### config.mk
export PLATFORM = sky130hd
export DESIGN_NAME = wb3_req_master_flat
export DESIGN_NICKNAME = d
export VERILOG_FILES = /design/src/rtl/wb3_req_master_if.sv /design/src/rtl/wb3_req_master.sv /design/src/flat_wrapper.sv
export SDC_FILE = /design/constraint.sdc
export NUM_CORES = 1
export LEC_CHECK = 0
export CAP_MARGIN = 20
export CORE_MARGIN = 5
export CORE_UTILIZATION = 46
export CTS_CLUSTER_DIAMETER = 100
export DETAILED_ROUTE_END_ITERATION = 16
export PLACE_DENSITY = 0.67
export SYNTH_ARGS = -nofsm -noshare
export SYNTH_HDL_FRONTEND = slang
export SYNTH_SLANG_ARGS = --single-unit
export TNS_END_PERCENT = 5
### constraint.sdc
create_clock -name clk -period 2.3 [get_ports clk]
set_input_delay 0.46 -clock clk [delete_from_list [all_inputs] [get_ports clk]]
set_output_delay 0.46 -clock clk [all_outputs]
set_load 0.02 [all_outputs]
### src/rtl/wb3_req_master_if.sv
// Signal bundle between a request/response client, the wb3_req_master and the
// I2C core's Wishbone B3 slave port.
interface wb3_req_master_if #(
  parameter int ADDR_WIDTH = 3,
  parameter int DATA_WIDTH = 8
);
  logic                  req_valid;
  logic                  req_ready;
  logic                  req_we;
  logic [ADDR_WIDTH-1:0] req_addr;
  logic [DATA_WIDTH-1:0] req_wdata;

  logic                  rsp_valid;
  logic                  rsp_ready;
  logic                  rsp_we;
  logic [DATA_WIDTH-1:0] rsp_rdata;
  logic                  rsp_err;

  logic [ADDR_WIDTH-1:0] wb_adr_o;
  logic [DATA_WIDTH-1:0] wb_dat_o;
  logic [DATA_WIDTH-1:0] wb_dat_i;
  logic                  wb_we_o;
  logic                  wb_stb_o;
  logic                  wb_cyc_o;
  logic                  wb_ack_i;
  logic                  wb_inta_i;
  logic                  irq_o;

  // The bus master's view: drives the Wishbone outputs and the response port.
  modport master (
    input  req_valid, req_we, req_addr, req_wdata, rsp_ready,
           wb_dat_i, wb_ack_i, wb_inta_i,
    output req_ready, rsp_valid, rsp_we, rsp_rdata, rsp_err,
           wb_adr_o, wb_dat_o, wb_we_o, wb_stb_o, wb_cyc_o, irq_o
  );

  // The surrounding world's view: request source, response sink and Wishbone slave.
  modport slave (
    output req_valid, req_we, req_addr, req_wdata, rsp_ready,
           wb_dat_i, wb_ack_i, wb_inta_i,
    input  req_ready, rsp_valid, rsp_we, rsp_rdata, rsp_err,
           wb_adr_o, wb_dat_o, wb_we_o, wb_stb_o, wb_cyc_o, irq_o
  );
endinterface

### src/rtl/wb3_req_master.sv
// Queues register read/write requests and replays each one as a classic Wishbone B3
// single cycle, returning exactly one response per request in request order.
module wb3_req_master #(
  parameter int ADDR_WIDTH  = 3,
  parameter int DATA_WIDTH  = 8,
  parameter int FIFO_DEPTH  = 4,
  parameter int ACK_TIMEOUT = 16
) (
  input logic              clk,
  input logic              rst,
  wb3_req_master_if.master bus
);

  localparam int PTR_W   = $clog2(FIFO_DEPTH);
  localparam int CNT_W   = $clog2(FIFO_DEPTH + 1);
  localparam int TMO_W   = $clog2(ACK_TIMEOUT + 1);
  localparam int ENTRY_W = 1 + ADDR_WIDTH + DATA_WIDTH;

  localparam logic [1:0] IDLE = 2'd0;
  localparam logic [1:0] BUS  = 2'd1;
  localparam logic [1:0] RESP = 2'd2;

  logic [ENTRY_W-1:0] fifo_mem [FIFO_DEPTH];
  logic [PTR_W-1:0]   wr_ptr;
  logic [PTR_W-1:0]   rd_ptr;
  logic [CNT_W-1:0]   count;
  logic [CNT_W-1:0]   count_next;
  logic               full;
  logic               push;
  logic               pop;
  logic [ENTRY_W-1:0] head;
  logic [1:0]         state;
  logic [TMO_W-1:0]   tmo_cnt;

  // Ready comes only from the registered full flag, so a pop on the same edge
  // never opens room for a push while full.
  assign push          = bus.req_valid & ~full;
  assign pop           = (state == IDLE) && (count != '0);
  assign head          = fifo_mem[rd_ptr];
  assign bus.req_ready = ~full;

  always_comb begin
    count_next = count;
    if (push && !pop) begin
      count_next = count + 1'b1;
    end else if (pop && !push) begin
      count_next = count - 1'b1;
    end
  end

  always_ff @(posedge clk) begin
    if (push) begin
      fifo_mem[wr_ptr] <= {bus.req_we, bus.req_addr, bus.req_wdata};
    end
  end

  always_ff @(posedge clk) begin
    if (rst) begin
      wr_ptr <= '0;
      rd_ptr <= '0;
      count  <= '0;
      full   <= 1'b0;
    end else begin
      if (push) begin
        wr_ptr <= wr_ptr + 1'b1;
      end
      if (pop) begin
        rd_ptr <= rd_ptr + 1'b1;
      end
      count <= count_next;
      full  <= (count_next == CNT_W'(FIFO_DEPTH));
    end
  end

  // Bus owner FSM. The RESP hand-off plus the IDLE pop give two dead cycles
  // between strobes, so a registered-ack slave cannot ack the next cycle early.
  always_ff @(posedge clk) begin
    if (rst) begin
      state         <= IDLE;
      tmo_cnt       <= '0;
      bus.wb_adr_o  <= '0;
      bus.wb_dat_o  <= '0;
      bus.wb_we_o   <= 1'b0;
      bus.wb_cyc_o  <= 1'b0;
      bus.wb_stb_o  <= 1'b0;
      bus.rsp_valid <= 1'b0;
      bus.rsp_we    <= 1'b0;
      bus.rsp_rdata <= '0;
      bus.rsp_err   <= 1'b0;
    end else begin
      case (state)
        IDLE: begin
          if (pop) begin
            bus.wb_we_o  <= head[ENTRY_W-1];
            bus.wb_adr_o <= head[DATA_WIDTH +: ADDR_WIDTH];
            bus.wb_dat_o <= head[DATA_WIDTH-1:0];
            bus.wb_cyc_o <= 1'b1;
            bus.wb_stb_o <= 1'b1;
            tmo_cnt      <= '0;
            state        <= BUS;
          end
        end
        BUS: begin
          if (bus.wb_ack_i) begin
            bus.rsp_rdata <= bus.wb_we_o ? '0 : bus.wb_dat_i;
            bus.rsp_err   <= 1'b0;
            bus.rsp_we    <= bus.wb_we_o;
            bus.rsp_valid <= 1'b1;
            bus.wb_cyc_o  <= 1'b0;
            bus.wb_stb_o  <= 1'b0;
            state         <= RESP;
          end else if (tmo_cnt == TMO_W'(ACK_TIMEOUT - 1)) begin
            bus.rsp_rdata <= '0;
            bus.rsp_err   <= 1'b1;
            bus.rsp_we    <= bus.wb_we_o;
            bus.rsp_valid <= 1'b1;
            bus.wb_cyc_o  <= 1'b0;
            bus.wb_stb_o  <= 1'b0;
            state         <= RESP;
          end else begin
            tmo_cnt <= tmo_cnt + 1'b1;
          end
        end
        RESP: begin
          if (bus.rsp_ready) begin
            bus.rsp_valid <= 1'b0;
            state         <= IDLE;
          end
        end
        default: begin
          state <= IDLE;
        end
      endcase
    end
  end

  always_ff @(posedge clk) begin
    if (rst) begin
      bus.irq_o <= 1'b0;
    end else begin
      bus.irq_o <= bus.wb_inta_i;
    end
  end

endmodule

### src/flat_wrapper.sv
// flat-port wrapper written by rule: the top's interface ports become plain ports
module wb3_req_master_flat 
#(
  parameter int ADDR_WIDTH  = 3,
  parameter int DATA_WIDTH  = 8,
  parameter int FIFO_DEPTH  = 4,
  parameter int ACK_TIMEOUT = 16
)
  (clk, rst, bus_req_valid, bus_req_we, bus_req_addr, bus_req_wdata, bus_rsp_ready, bus_wb_dat_i, bus_wb_ack_i, bus_wb_inta_i, bus_req_ready, bus_rsp_valid, bus_rsp_we, bus_rsp_rdata, bus_rsp_err, bus_wb_adr_o, bus_wb_dat_o, bus_wb_we_o, bus_wb_stb_o, bus_wb_cyc_o, bus_irq_o);
  wb3_req_master_if #(.ADDR_WIDTH(ADDR_WIDTH), .DATA_WIDTH(DATA_WIDTH)) bus_i ();
  input logic clk;
  input logic rst;
  input wire logic [$bits(bus_i.req_valid)-1:0] bus_req_valid;
  input wire logic [$bits(bus_i.req_we)-1:0] bus_req_we;
  input wire logic [$bits(bus_i.req_addr)-1:0] bus_req_addr;
  input wire logic [$bits(bus_i.req_wdata)-1:0] bus_req_wdata;
  input wire logic [$bits(bus_i.rsp_ready)-1:0] bus_rsp_ready;
  input wire logic [$bits(bus_i.wb_dat_i)-1:0] bus_wb_dat_i;
  input wire logic [$bits(bus_i.wb_ack_i)-1:0] bus_wb_ack_i;
  input wire logic [$bits(bus_i.wb_inta_i)-1:0] bus_wb_inta_i;
  output wire logic [$bits(bus_i.req_ready)-1:0] bus_req_ready;
  output wire logic [$bits(bus_i.rsp_valid)-1:0] bus_rsp_valid;
  output wire logic [$bits(bus_i.rsp_we)-1:0] bus_rsp_we;
  output wire logic [$bits(bus_i.rsp_rdata)-1:0] bus_rsp_rdata;
  output wire logic [$bits(bus_i.rsp_err)-1:0] bus_rsp_err;
  output wire logic [$bits(bus_i.wb_adr_o)-1:0] bus_wb_adr_o;
  output wire logic [$bits(bus_i.wb_dat_o)-1:0] bus_wb_dat_o;
  output wire logic [$bits(bus_i.wb_we_o)-1:0] bus_wb_we_o;
  output wire logic [$bits(bus_i.wb_stb_o)-1:0] bus_wb_stb_o;
  output wire logic [$bits(bus_i.wb_cyc_o)-1:0] bus_wb_cyc_o;
  output wire logic [$bits(bus_i.irq_o)-1:0] bus_irq_o;
  assign bus_i.req_valid = bus_req_valid;
  assign bus_i.req_we = bus_req_we;
  assign bus_i.req_addr = bus_req_addr;
  assign bus_i.req_wdata = bus_req_wdata;
  assign bus_i.rsp_ready = bus_rsp_ready;
  assign bus_i.wb_dat_i = bus_wb_dat_i;
  assign bus_i.wb_ack_i = bus_wb_ack_i;
  assign bus_i.wb_inta_i = bus_wb_inta_i;
  assign bus_req_ready = bus_i.req_ready;
  assign bus_rsp_valid = bus_i.rsp_valid;
  assign bus_rsp_we = bus_i.rsp_we;
  assign bus_rsp_rdata = bus_i.rsp_rdata;
  assign bus_rsp_err = bus_i.rsp_err;
  assign bus_wb_adr_o = bus_i.wb_adr_o;
  assign bus_wb_dat_o = bus_i.wb_dat_o;
  assign bus_wb_we_o = bus_i.wb_we_o;
  assign bus_wb_stb_o = bus_i.wb_stb_o;
  assign bus_wb_cyc_o = bus_i.wb_cyc_o;
  assign bus_irq_o = bus_i.irq_o;
  wb3_req_master #(.ADDR_WIDTH(ADDR_WIDTH), .DATA_WIDTH(DATA_WIDTH), .FIFO_DEPTH(FIFO_DEPTH), .ACK_TIMEOUT(ACK_TIMEOUT)) u_core (.clk(clk), .rst(rst), .bus(bus_i));
endmodule
* Word level (Yosys, flattened, before mapping)
Memory sizes are Yosys's and may differ from the RTL's. A register that Yosys moved wholly into a read port is not among the register bits.
Cells that the tools add are included.
** Storage, ports and cells
- Register bits after elaboration :: 28
- Latch bits :: 0
- RAM bits :: 48
- Bits in read-only memories :: 0
- Input port bits :: 26
- Output and inout port bits :: 27
- Word-level logic and storage cells :: 72
- Memories kept :: 1
** Memories
- u_core.fifo_mem :: depth 4, bits a word 12, rd ports 1, clocked after memory_dff 1, wr ports 1, line wb3_req_master.sv:23 : logic [ENTRY_W-1:0] fifo_mem [FIFO_DEPTH];
** Cells by class
- Add/sub/neg operators :: 5
- Multipliers :: 0
- Div/mod/pow operators :: 0
- Order comparisons :: 0
- Equal/unequal tests :: 9
- Shift operators :: 0
- Muxes and demuxes :: 27
- Bitwise logic cells :: 2
- Reduce and logical (&&, ||, !) cells :: 16
** Operators with widths (count)
- 8-bit two-way mux :: 3
- 5-bit two-way mux :: 3
- 1-bit two-way mux :: 11
- 5-bit one-hot mux with 2 select lines :: 1
- 3-bit AND reduction :: 3
- 2-bit two-way mux :: 4
- 3-bit two-way mux :: 2
- 2-bit inequality test, second input constant :: 3
- 2-bit one-hot mux with 3 select lines :: 1
- 2-bit nonzero test :: 3
- 5-bit by 1-bit adder with 5-bit output, second input constant :: 1
- 5-bit by 4-bit equality test with 1-bit output, second input constant :: 1
- 2-bit by 1-bit adder with 2-bit output, second input constant :: 2
- 1-bit one-hot mux with 2 select lines :: 2
- 2-bit AND reduction :: 2
- 4-bit AND reduction :: 1
- 3-bit by 1-bit adder with 3-bit output, second input constant :: 1
- 3-bit equality test, second input constant :: 1
- 1-bit logical AND :: 3
- 3-bit by 2-bit inequality test with 1-bit output, second input constant :: 1
- 3-bit nonzero test :: 1
- 3-bit by 1-bit subtractor with 3-bit output, second input constant :: 1
- 2-bit by 1-bit equality test with 1-bit output, second input constant :: 1
- 2-bit equality test, second input constant :: 1
- other kinds (5) :: 6

* Depth between registers and ports, before layout
Gate-level depths: netlist of run 1.
- Depth in word-level cells :: 7
- Mapped depth :: 8
- Gate-level depth less buffers :: 7

* Worst setup path after synthesis of run 1
No wires, ideal clock.
- Kind :: register to register
- Start point :: register u_core.count[0]
- End point :: register u_core.full
- Setup time :: 0.103 ns
- Arrival :: 2.049 ns
- Required time :: 2.197 ns
- Setup slack :: 0.148 ns
- Cell stages (with the launch flop) :: 9
- Path buffers :: 1
- Period minus slack after synthesis :: 2.152 ns
- Path through :: dfxtp_1 -> inv_1 -> ha_1 -> ha_1 -> or3_4 -> buf_6 -> xnor2_1 -> or3_1 -> a2111oi_2
** Between the ends
- Cells in the longest elaborated chain, start to end :: 6
- Elaborated cells between the ends (all ways) :: 10
- Those cells by class :: add/sub (2); eq/ne (1); mux (2); reduce/logical (5)
** RTL lines
- start, declared :: line wb3_req_master.sv:26 : logic [CNT_W-1:0] count;
- start signal, assigned :: line wb3_req_master.sv:70 : count <= count_next;
- parallel branches: the longest is 4 deep, another holds 3-bit by 1-bit subtractor with 3-bit output
- 3-bit two-way mux * :: line wb3_req_master.sv:44 : if (push && !pop) begin
- 3-bit equality test * :: line wb3_req_master.sv:71 : full <= (count_next == CNT_W'(FIFO_DEPTH));
- end signal, assigned :: line wb3_req_master.sv:71
- end, declared :: line wb3_req_master.sv:28 : logic full;
Every way passes the cells marked *.
A chain may end at the register's enable or synchronous reset.

* Worst setup path in the final report of run 1
- Start point :: register u_core.count[1]
- End point :: register u_core.full
The elaborated chain is that of the path after synthesis.

==> results of run 1 <==
## cell usage after synthesis (5+ instances only)
cell / number
nand2_1: 38
o21ai_0: 6
ha_1: 9
mux4_2: 12
edfxtp_1: 48
nor2_1: 15
xnor2_1: 5
nand3_1: 8
clkbuf_1: 9
dfxtp_1: 40
nor2b_1: 5
a21oi_1: 29
inv_1: 8
## layout make-up
class / count / area (um2)
Timing Repair Buffer: 64 / 611
Tap cell: 99 / 124
Sequential cell: 88 / 2240
Inverter: 8 / 30.0
Fill cell: 631 / 2950
Multi-Input combinational cell: 158 / 1120
Clock buffer: 9 / 124
Clock inverter: 7 / 93.8
## path summary, 6_finish.rpt
check                                             from                                   end  slack (ps)  cells past startpoint
setup / recovery            u_core.count[1]$_SDFF_PP0_                u_core.full$_SDFF_PP0_         160                      7
hold / removal    u_core.bus.rsp_rdata[0]$_SDFFE_PP0P_  u_core.bus.rsp_rdata[0]$_SDFFE_PP0P_         450                      2
setup reg to reg            u_core.count[1]$_SDFF_PP0_                u_core.full$_SDFF_PP0_         160                      7
hold reg to reg   u_core.bus.rsp_rdata[0]$_SDFFE_PP0P_  u_core.bus.rsp_rdata[0]$_SDFFE_PP0P_         450                      2
## report_power, final
group	internal [mW]	switching, mW	leakage, nW
Clock	0.614	0.537	0.108
Combinational	0.784	0.887	0.611
Sequential	1.95	0.185	0.768
## metal layers
layer	wire [um]	part of all wire, %
met1	2990	46
met5	0	0
met3	291	4.5
met2	3110	48
met4	117	1.8
## state kept, by name (all words and copies together), names as in the netlist, 2 cells and up
register	flops
u_core.tmo_cnt	5
u_core.bus.rsp_rdata	8
u_core.state	2
u_core.bus.wb_adr_o	3
u_core.count	3
u_core.wr_ptr	2
u_core.fifo_mem	48
u_core.rd_ptr	2
u_core.bus.wb_dat_o	8
## worst register-to-register path, stage by stage, from the launching register on
cell,delay [ps]
dfxtp_1,410
inv_1,60
ha_1,180
ha_1,210
or3_4,350
xnor2_1,160
or3_1,340
a2111oi_2,350
## cell families (layout without fill, tap and decap cells)
logic type / after synthesis / count (layout) / synth area share [%]
and+or+nand+nor: 85 / 85 / 11.6
adders and majority gates: 9 / 9 / 3.24
DFF: 88 / 88 / 64.5
buffers and inverters: 26 / 88 / 3.60
AOI/OAI and AO/OA: 44 / 44 / 7.30
xor gates and xnor gates: 8 / 8 / 2.01
muxes: 12 / 12 / 7.77
## repair_timing
action | 4_1_cts | 5_1_grt
hold endpoints to repair | 0 | 0
gates resized for setup | 0 | 1
setup endpoints to repair | 0 | 1
==> metrics, run 1 <==
worst hold margin=451 ps; area grow syn2layout=24.8%; wire length per cell=15.0 um; diode count=0; vias per cell=5.07; Placed Cells incl. Taps=417; post-placement setup slack=118 ps; synth unique cells=37; total track usage=14.5%; worst endpoint data arrival time=2400 ps; Setup crit end kind=flop; clk sinks=88; die height=97.0 um; antenna-violating nets left=0; CTS H-tree depth=3; Warnings, synthesis=0; slowest CP cell=dfxtp_1; Post-synth EDFFs=48; met3 Track Usage GR=3.88%; Final Hold Viols=0; setup TNS=0 ps; biggest area consumer among synthesized cells=edfxtp_1; Syn Nets=307; Final Core Density=59.5%; Worst Setup Start Kind=flop; worst-skew pair later-pin latency=350 ps; grt ovf=0; dominant cells by area after synthesis=edfxtp_1, dfxtp_1, mux4_2; Final Total Pwr=4.96 mW; routed via count=2,196; Rel. slew slack=56.5%; Synth async-reset ratio=0%; Hold Buf Count CTS=0; CP Max Fanout=5; Placer Congestion=0.708; setup bufs post-CTS=0; crit-path cells=inv_1 > ha_1 > ha_1 > or3_4 > xnor2_1 > or3_1 > a2111oi_2; DRT Pass-1 Iters=4; commonest non-fill, non-tap cells in the layout=clkdlybuf4s50_1, edfxtp_1, dfxtp_1; largest net degree at the start of global routing=21; first-pass GRT wire length=10.9 mm; Yosys reg bits=88; CP most frequent cell=ha_1; cell area after layout=4340 um2; Clock Tree Root=clkbuf_8; Cell Area, Synth=3480 um2; initial core utilization=47.7%; Post-route DRC=0; Core Footprint=7290 um2; HPWL Detailed=4.49 mm; Clk pin slew, worst setup/hold paths=90 ps; f_max=0.467 GHz; Top FF cell, synth=edfxtp_1; dpl cell area=4120 um2; critical path's top delay family=simple AND/OR/NAND/NOR gates; maximum vdd drop=0.000522 V; max_cap viols=0; most common cell after layout, fill and taps aside=clkdlybuf4s50_1; Slew Limit Fails=0; Power Density=1140 nW/um2; crit share post-route=93.1%; routing usage on met1=18.0%; total CTS buffers=9; Top Usage Layer GRT=met2; final net count=364; Syn Area/Cell=12.8 um2; post-synth top area share=41.4%; full die area=9400 um2; Clock Tree Buf Depth=2; critical path class=reg2reg; Buffers & Inverters on Critical Path=1; Final Critical Period=2140 ps; leakage power=1.49 nW; Initial DRC Count=107; clock skew=8.70 ps; Setup WS post-layout=159 ps; worst-margin pin slew=652 ps; Mapped Cells=272; share of cells above drive strength 1=13.2%; number of antenna violations at the first check in global routing=0; Die X=97.0 um; post-route insts no fill=433; row count=31; vias in the first global route=2,193; # port buffers=52; met2 Usage GRT=23.7%; Min-Delay Path Class=reg2reg; Setup violations, final=0; num ports=53; Routed WL=6.51 mm; RSZ-0062 raised after global routing=false; Req. time, crit path=2560 ps; sequential area share after synthesis=64.5%; status=finished clean; CP max stage delay=410 ps; TritonCTS clock tree=yes
(Power assumes the default switching activity.)
==> run 2, diff against run 1 <==
--- a/config.mk
+++ b/config.mk
@@ -10,6 +10,7 @@
 export CORE_UTILIZATION = 46
 export CTS_CLUSTER_DIAMETER = 100
 export DETAILED_ROUTE_END_ITERATION = 16
+export GPL_ROUTABILITY_DRIVEN = 0
 export PLACE_DENSITY = 0.67
 export SYNTH_ARGS = -nofsm -noshare
 export SYNTH_HDL_FRONTEND = slang
==> results of run 2 <==
Same layout as run 1: the final DEF is identical, and so are final timing and power.
